File: src/rtl/mc_control.sv
// Multi-cycle MIPS32 control sequencer: steps each instruction through fetch/decode/execute/memory/write-back.
// Optional MC_CONTROL_PERF_EN adds cycle and retired-instruction counters.
module mc_control #(
  parameter int INSTR_W = 16,
  parameter int OP_MSB  = 15,
  parameter int OP_LSB  = 10
`ifdef MC_CONTROL_PERF_EN
  ,
  parameter int CNT_W   = 32
`endif
) (
  input  logic               i_clk,
  input  logic               i_rst_n,
  input  logic [INSTR_W-1:0] i_instrCode,
  input  logic               i_memReady,
  output logic               o_pcWrite,
  output logic               o_pcWriteCond,
  output logic [1:0]         o_pcSrc,
  output logic               o_irWrite,
  output logic               o_memRead,
  output logic               o_memWrite,
  output logic               o_iOrD,
  output logic               o_aluSrcA,
  output logic [1:0]         o_aluSrcB,
  output logic [1:0]         o_aluOp,
  output logic               o_regDst,
  output logic               o_memToReg,
  output logic               o_regWrite,
  output logic               o_illegal,
  output logic [3:0]         o_state
`ifdef MC_CONTROL_PERF_EN
  ,
  output logic [CNT_W-1:0]   o_cycleCnt,
  output logic [CNT_W-1:0]   o_instrCnt
`endif
);

  localparam int OP_W = OP_MSB - OP_LSB + 1;

  // Opcode encodings, kept in step with MIPS_Parameters.vh
  localparam logic [OP_W-1:0] OP_ADD  = OP_W'(6'h00);
  localparam logic [OP_W-1:0] OP_SUB  = OP_W'(6'h01);
  localparam logic [OP_W-1:0] OP_OR   = OP_W'(6'h02);
  localparam logic [OP_W-1:0] OP_AND  = OP_W'(6'h03);
  localparam logic [OP_W-1:0] OP_ADDI = OP_W'(6'h04);
  localparam logic [OP_W-1:0] OP_LW   = OP_W'(6'h05);
  localparam logic [OP_W-1:0] OP_SW   = OP_W'(6'h06);
  localparam logic [OP_W-1:0] OP_BEQ  = OP_W'(6'h07);
  localparam logic [OP_W-1:0] OP_J    = OP_W'(6'h08);

  typedef enum logic [3:0] {
    S_IDLE    = 4'd0,
    S_FETCH   = 4'd1,
    S_DECODE  = 4'd2,
    S_MEMADDR = 4'd3,
    S_MEMRD   = 4'd4,
    S_MEMWR   = 4'd5,
    S_WB_MEM  = 4'd6,
    S_EXEC_R  = 4'd7,
    S_EXEC_I  = 4'd8,
    S_WB_ALU  = 4'd9,
    S_WB_ALUI = 4'd10,
    S_BRANCH  = 4'd11,
    S_JUMP    = 4'd12,
    S_TRAP    = 4'd15
  } state_e;

  state_e              state_q, state_d;
  logic [OP_W-1:0]     op_q;
  logic [OP_W-1:0]     op_in;
  logic                unused_instr;

  assign op_in        = i_instrCode[OP_MSB:OP_LSB];
  assign unused_instr = ^i_instrCode;

  always_ff @(posedge i_clk or negedge i_rst_n) begin
    if (!i_rst_n) begin
      state_q <= S_IDLE;
      op_q    <= '0;
    end else begin
      state_q <= state_d;
      if (state_q == S_DECODE) op_q <= op_in;
    end
  end

  always_comb begin
    state_d       = state_q;
    o_pcWrite     = 1'b0;
    o_pcWriteCond = 1'b0;
    o_pcSrc       = 2'b00;
    o_irWrite     = 1'b0;
    o_memRead     = 1'b0;
    o_memWrite    = 1'b0;
    o_iOrD        = 1'b0;
    o_aluSrcA     = 1'b0;
    o_aluSrcB     = 2'b00;
    o_aluOp       = 2'b00;
    o_regDst      = 1'b0;
    o_memToReg    = 1'b0;
    o_regWrite    = 1'b0;
    o_illegal     = 1'b0;
    case (state_q)
      S_IDLE: state_d = S_FETCH;
      S_FETCH: begin
        o_memRead = 1'b1;
        o_aluSrcB = 2'b01;
        if (i_memReady) begin
          o_irWrite = 1'b1;
          o_pcWrite = 1'b1;
          state_d   = S_DECODE;
        end
      end
      S_DECODE: begin
        // IR was loaded on the fetch edge, so the live opcode is valid here only
        o_aluSrcB = 2'b11;
        if (op_in == OP_LW || op_in == OP_SW) state_d = S_MEMADDR;
        else if (op_in == OP_ADD || op_in == OP_SUB || op_in == OP_OR || op_in == OP_AND)
          state_d = S_EXEC_R;
        else if (op_in == OP_ADDI) state_d = S_EXEC_I;
        else if (op_in == OP_BEQ)  state_d = S_BRANCH;
        else if (op_in == OP_J)    state_d = S_JUMP;
        else                       state_d = S_TRAP;
      end
      S_MEMADDR: begin
        o_aluSrcA = 1'b1;
        o_aluSrcB = 2'b10;
        state_d   = (op_q == OP_LW) ? S_MEMRD : S_MEMWR;
      end
      S_MEMRD: begin
        o_memRead = 1'b1;
        o_iOrD    = 1'b1;
        if (i_memReady) state_d = S_WB_MEM;
      end
      S_MEMWR: begin
        o_memWrite = 1'b1;
        o_iOrD     = 1'b1;
        if (i_memReady) state_d = S_FETCH;
      end
      S_WB_MEM: begin
        o_regWrite = 1'b1;
        o_memToReg = 1'b1;
        state_d    = S_FETCH;
      end
      S_EXEC_R: begin
        o_aluSrcA = 1'b1;
        o_aluOp   = 2'b10;
        state_d   = S_WB_ALU;
      end
      S_EXEC_I: begin
        o_aluSrcA = 1'b1;
        o_aluSrcB = 2'b10;
        state_d   = S_WB_ALUI;
      end
      S_WB_ALU: begin
        o_regWrite = 1'b1;
        o_regDst   = 1'b1;
        state_d    = S_FETCH;
      end
      S_WB_ALUI: begin
        o_regWrite = 1'b1;
        state_d    = S_FETCH;
      end
      S_BRANCH: begin
        o_aluSrcA     = 1'b1;
        o_aluOp       = 2'b01;
        o_pcWriteCond = 1'b1;
        o_pcSrc       = 2'b01;
        state_d       = S_FETCH;
      end
      S_JUMP: begin
        o_pcWrite = 1'b1;
        o_pcSrc   = 2'b10;
        state_d   = S_FETCH;
      end
      S_TRAP:  o_illegal = 1'b1;
      default: state_d = S_IDLE;
    endcase
  end

  assign o_state = state_q;

`ifdef MC_CONTROL_PERF_EN
  logic [CNT_W-1:0] cycle_cnt_q, instr_cnt_q;
  logic             retire;

  assign retire = (state_d == S_FETCH) &&
                  (state_q == S_WB_MEM || state_q == S_MEMWR || state_q == S_WB_ALU ||
                   state_q == S_WB_ALUI || state_q == S_BRANCH || state_q == S_JUMP);

  always_ff @(posedge i_clk or negedge i_rst_n) begin
    if (!i_rst_n) begin
      cycle_cnt_q <= '0;
      instr_cnt_q <= '0;
    end else begin
      if (state_q != S_IDLE && state_q != S_TRAP) cycle_cnt_q <= cycle_cnt_q + CNT_W'(1);
      if (retire) instr_cnt_q <= instr_cnt_q + CNT_W'(1);
    end
  end

  assign o_cycleCnt = cycle_cnt_q;
  assign o_instrCnt = instr_cnt_q;
`endif

endmodule

File: config.mk
export PLATFORM = sky130hd
export DESIGN_NAME = mc_control
export DESIGN_NICKNAME = d
export VERILOG_FILES = /design/src/rtl/mc_control.sv
export SDC_FILE = /design/constraint.sdc
export NUM_CORES = 1
export LEC_CHECK = 0
export BUFFER_PORTS_ARGS = -buffer_cell sky130_fd_sc_hd__buf_2
export CELL_PAD_IN_SITES_DETAIL_PLACEMENT = 1
export CELL_PAD_IN_SITES_GLOBAL_PLACEMENT = 1
export CORE_ASPECT_RATIO = 1.2
export CORE_MARGIN = 1.5
export CORE_UTILIZATION = 27
export CTS_CLUSTER_DIAMETER = 50
export CTS_CLUSTER_SIZE = 24
export DETAILED_ROUTE_END_ITERATION = 6
export PLACE_DENSITY = 0.74
export SETUP_SLACK_MARGIN = 0.1
export SKIP_CTS_REPAIR_TIMING = 1
export SLEW_MARGIN = 0
export SYNTH_ARGS = -nofsm -noshare
export SYNTH_HDL_FRONTEND = slang
export SYNTH_SLANG_ARGS = --single-unit
File: constraint.sdc
create_clock -name i_clk -period 1.6 [get_ports i_clk]
set_input_delay 0.48 -clock i_clk [delete_from_list [all_inputs] [get_ports i_clk]]
set_output_delay 0.48 -clock i_clk [all_outputs]
set_load 0.01 [all_outputs]
* Word level (Yosys, flattened, before mapping) *
Index checks and enable logic that the tools add are counted.

storage, ports and cells
  bits in read-only memories = 0
  bits of input ports = 19
  flip-flop bits (word level) = 10
  output and inout bits = 21
  bits in writable memories = 0
  memories = 0
  bits in latches = 0

operators by class
  $mul = 0
  eq/ne operators = 25
  div/mod/pow operators = 0
  muxes and demuxes = 25
  magnitude comparators = 0
  shifts and indexed selects = 0
  $add $sub $neg = 0
  bitwise operators = 1
  reductions and logical operators = 13

operator list
  cell                                                              number
  4-bit case mux with 9 select lines                                1
  6-bit by 3-bit == test with 1-bit output (second input constant)  5
  4-bit == test (second input constant)                             6
  4-bit two-way mux                                                 5
  4-bit by 3-bit == test with 1-bit output (second input constant)  4
  6-bit by 2-bit == test with 1-bit output (second input constant)  2
  1-bit two-way mux                                                 12
  4-bit by 2-bit == test with 1-bit output (second input constant)  2
  2-bit case mux with 2 select lines                                2
  6-bit by 1-bit == test with 1-bit output (second input constant)  1
  6-bit by 4-bit == test with 1-bit output (second input constant)  1
  6-bit logical NOT                                                 1
  3-bit two-way mux                                                 2
  2-bit != test (second input constant)                             3
  2-bit case mux with 3 select lines                                1
  2-bit OR reduction                                                3
  6-bit OR reduction                                                1
  4-bit by 1-bit == test with 1-bit output (second input constant)  1
  4-bit logical NOT                                                 1
  1-bit logical OR                                                  4
  4-bit AND reduction                                               1
  4-bit OR reduction                                                1
  3-bit OR reduction                                                1
  2-bit two-way mux                                                 1
  2 further kinds                                                   2

* Longest topological paths before layout *
  depth after elaboration = 7
  depth in mapped cells = 5

* Worst setup path after synthesis *
Ideal clock, no wire load.

  path type = reg2out
  start = register state_q[2] (netlist: o_state[2])
  end = output port o_aluOp[0]
  stages on the path, launching flop included = 5
  setup slack = -166 ps
  arrival = 1,286 ps
  path through = dfrtp_1 -> buf_2 -> or2b_1 -> nor2_1 -> buf_4

on the way
  longest elaborated chain between the ends = 2
  elaborated cells between the ends (all ways) = 3
  those cells by class = eq/ne: 2; mux: 1

RTL lines
  what                                                                       line  source
  from (decl)                                                                68    state_e state_q, state_d;
  from (signal assigned)                                                     81    state_q <= state_d;
  4-bit == test or 4-bit by 3-bit == test with 1-bit output (tied branches)  102   case (state_q)
  2-bit case mux with 2 select lines *                                       102
  to (decl)                                                                  25    output logic [1:0] o_aluOp,

Mark *: on every way between the ends. The rest lies on a longest branch, timed or not.

* Worst setup path in the final report *
Ends and elaborated chain as after synthesis.

==> results.cfg <==
[job]
cap_violations = 0

[cts]
clkTransAtPathRegs_ns = 0.07
cts_max_level = 1
insertion_delay_ns = 0.27
clockBufferDepth = 2
cts_buffers = 3
cts_tree = done
cts.sinks = 10
cts-root-buf = clkbuf_4

[run_status]
violations = negative setup slack
status = complete, but fails checks

[synth]
synth_most_common_cell = nor2_1
synth-xor-area-share = 0.03488
synth_warnings = 0
yosys-top-cells-count = 17 x nor2_1, 10 x dfrtp_1, 7 x nand2_1
ys_seq_elements = 10
async_reset_ff_frac = 1.000
synth_mux_area_frac = 0.1030
synth_ff_type = dfrtp_1
yosysSeqAreaShare = 0.3322
yosys.area.top_type_share = 0.3322
synth_adder_area_share = 0
synth_simple_gate_area_frac = 0.3156
synth-compound-area-share = 0.1329
synth_top_area_cell = dfrtp_1
syn_nets = 108
yosysUniqueCellTypes = 35
avgSynthCellArea_um2 = 8.463
synthTopCellsByArea = dfrtp_1 33%, mux2_1 9.0%, nor2_1 8.5%
syn-cell-area_um2 = 753.2
synth_edf_count = 0
synth_top_family_by_area = simple AND/OR/NAND/NOR gates
synthCells = 89

[worst_setup_path]
setup.worst_path.start = o_state[2]$_DFFE_PN0P_
required_ns = 1.12
cp_max_fo = 8
critPathLaunchType = register
crit_path_max_incr_delay_ns = 0.49
path_cells = or2b_4, nor2_4, buf_2
worstSetupPathType = register to primary output
cp.depth = 3
reg2reg_to = o_state[0]$_DFFE_PN0P_
crit_slowest_cell = dfrtp_2
worstPathArrival_ns = 1.32
r2r_start = o_state[3]$_DFFE_PN0P_
critical_path.top_delay_family = flip-flops
end_kind = primary output
crit_end = o_aluOp[0]
crit_buf_inv = 1
r2r_slack_ns = 0.05
reg2regPathDepth = 6

[finish]
fin_util = 0.4630
antenna_cells = 0
drive_above_1_share = 0.5833
nets = 152
fillCellCount = 328
area_growth_syn_to_layout_pct = 59.97

[pwr]
p_sw_frac = 0.4350
pwr-share-comb = 0.701
p_sw_w = 0.001044
seqPwrFrac = 0.222
power.leakage_nw = 0.5730
peakVddDrop_v = 0.0007109
p_int_w = 0.001355
power_density_nw_per_um2 = 1991
pwr-share-clk = 0.076

[global_route]
grt_max_degree = 13
grt_usage = 0.1474
grt_pass1_vias = 765
grt_overflow_total = 0
grt_pass1_wl_um = 3374
antenna_found_initial = 0

[routing]
vias = 804
drc = 0
ant_nets = 0
drt_iter0_markers = 5
firstDrtPassIters = 3
routed_wirelength_um = 2273
avgViaCountPerCell = 4.873
wl_per_cell_um = 13.78

[floorplanning]
ios = 40
start_util = 0.2894
fp-row-count = 20
die_y_um = 60.86
fp.coreArea_um2 = 2603
die_width_um = 51.22
dieArea_um2 = 3117

[placed_design]
gp_congestion = 0.7626
io_buffers = 29
pre_cts_slack_ns = 0.03820
dp_hpwl_um = 1658

[timing]
min_period_ns = 1.803
fmax_ghz = 0.5547
setup_viol = 17
maxSlewHeadroom = 0.6257
drv_slew = 0
finClkSkew_ns = 0.007299
finalHoldViolCount = 0
fin_crit_sh = 1.127
worst_pin_slew_ns = 0.5564
rsz0062_at_grt = yes
worst_slack_ns = -0.2029

[min_path]
hold_class = input pin to async pin
## layout by cell type, fill, tap and decap left out, types with 2 or more instances in the layout
| cell | Yosys | final |
|---|---|---|
| dfrtp_1 | 10 | 6 |
| nand2_1 | 7 | 4 |
| clkbuf_4 | 0 | 3 |
| o22ai_1 | 3 | 2 |
| nor2_2 | 0 | 4 |
| mux2_1 | 6 | 6 |
| nor3_2 | 1 | 3 |
| dfrtp_2 | 0 | 4 |
| xnor2_1 | 2 | 2 |
| nor2_1 | 17 | 10 |
| nor2_4 | 0 | 3 |
| buf_2 | 4 | 25 |
| nor3_1 | 6 | 3 |
| nand2_2 | 0 | 2 |
| buf_6 | 1 | 9 |
| o21ai_1 | 2 | 2 |
| buf_4 | 3 | 12 |
| a31oi_1 | 4 | 4 |
## metal layers
| metal | vias up | global-route usage | wire length, µm |
|---|---|---|---|
| li1 | 399 | - | - |
| met1 | 375 | 0.1692 | 938 |
| met2 | 27 | 0.2709 | 1214 |
| met4 | 0 | 0.07895 | 35 |
| met5 | - | 0 | 0 |
| met3 | 3 | 0.01478 | 85 |
## worst min-delay path by stage
| stage | start | end | cells after the start |
|---|---|---|---|
| 2_1_floorplan | i_rst_n | o_state[0]$_DFFE_PN0P_ | 0 |
| 3_3_place_gp | i_rst_n | op_q[5]$_DFFE_PN0P_ | 1 |
| 3_5_place_dp | i_rst_n | op_q[5]$_DFFE_PN0P_ | 1 |
| 4_1_cts | i_rst_n | op_q[5]$_DFFE_PN0P_ | 1 |
| 5_1_grt | i_rst_n | op_q[5]$_DFFE_PN0P_ | 1 |
| 6_report | i_rst_n | op_q[5]$_DFFE_PN0P_ | 1 |
## logic make-up after synthesis
family / Yosys count
flip-flops: 10
multiplexers: 7
AND/OR/NAND/NOR: 44
XOR/XNOR: 3
AO/OA/AOI/OAI: 15
buffers and inverters: 10
## state kept, by name, indices dropped and copies added, names as in the netlist
name / count
o_state: 4
op_q: 6
## power groups by stage
stage          clock, W  combinational (W)  sequential, W
6_report       0.000183            0.00168       0.000533
3_3_place_gp          0            0.00132       0.000503
3_5_place_dp          0            0.00136       0.000508
2_1_floorplan         0           0.000968       0.000479
5_1_grt        0.000210            0.00183       0.000556
4_1_cts        0.000196            0.00137       0.000502
## per-stage QoR
step           hold WS (ns)  power, W  instance area [µm²]  setup TNS [ns]  std cells
2_1_floorplan        0.1844  0.001447                810.8        -0.06026         89
3_3_place_gp         0.3456  0.001825                 1023               0        154
3_5_place_dp         0.3498  0.001869                 1023               0        154
4_1_cts             0.04550  0.002066                 1050          -3.347        158
5_1_grt             0.05044  0.002597                 1205          -3.878        165
6_report            0.05275  0.002399                 1205          -2.589        165
## worst register-to-register path, delay by kind of cell (launching register included)
| family | cells | cell delay [ns] |
|---|---|---|
| AND/OR/NAND/NOR | 1 | 0.16 |
| AO/OA/AOI/OAI | 2 | 0.39 |
| flip-flops | 1 | 0.43 |
| buffers and inverters | 3 | 0.44 |
## area by class of cell
cell class	count	area, µm²	area share
Sequential cell	10	255.2	0.2118
Inverter	2	7.507	0.006231
Tap cell	33	41.29	0.03427
Multi-Input combinational cell	69	538.0	0.4465
Timing Repair Buffer	47	336.6	0.2793
Clock buffer	4	26.28	0.02181
No activity file was read; power rests on OpenSTA's default activity.
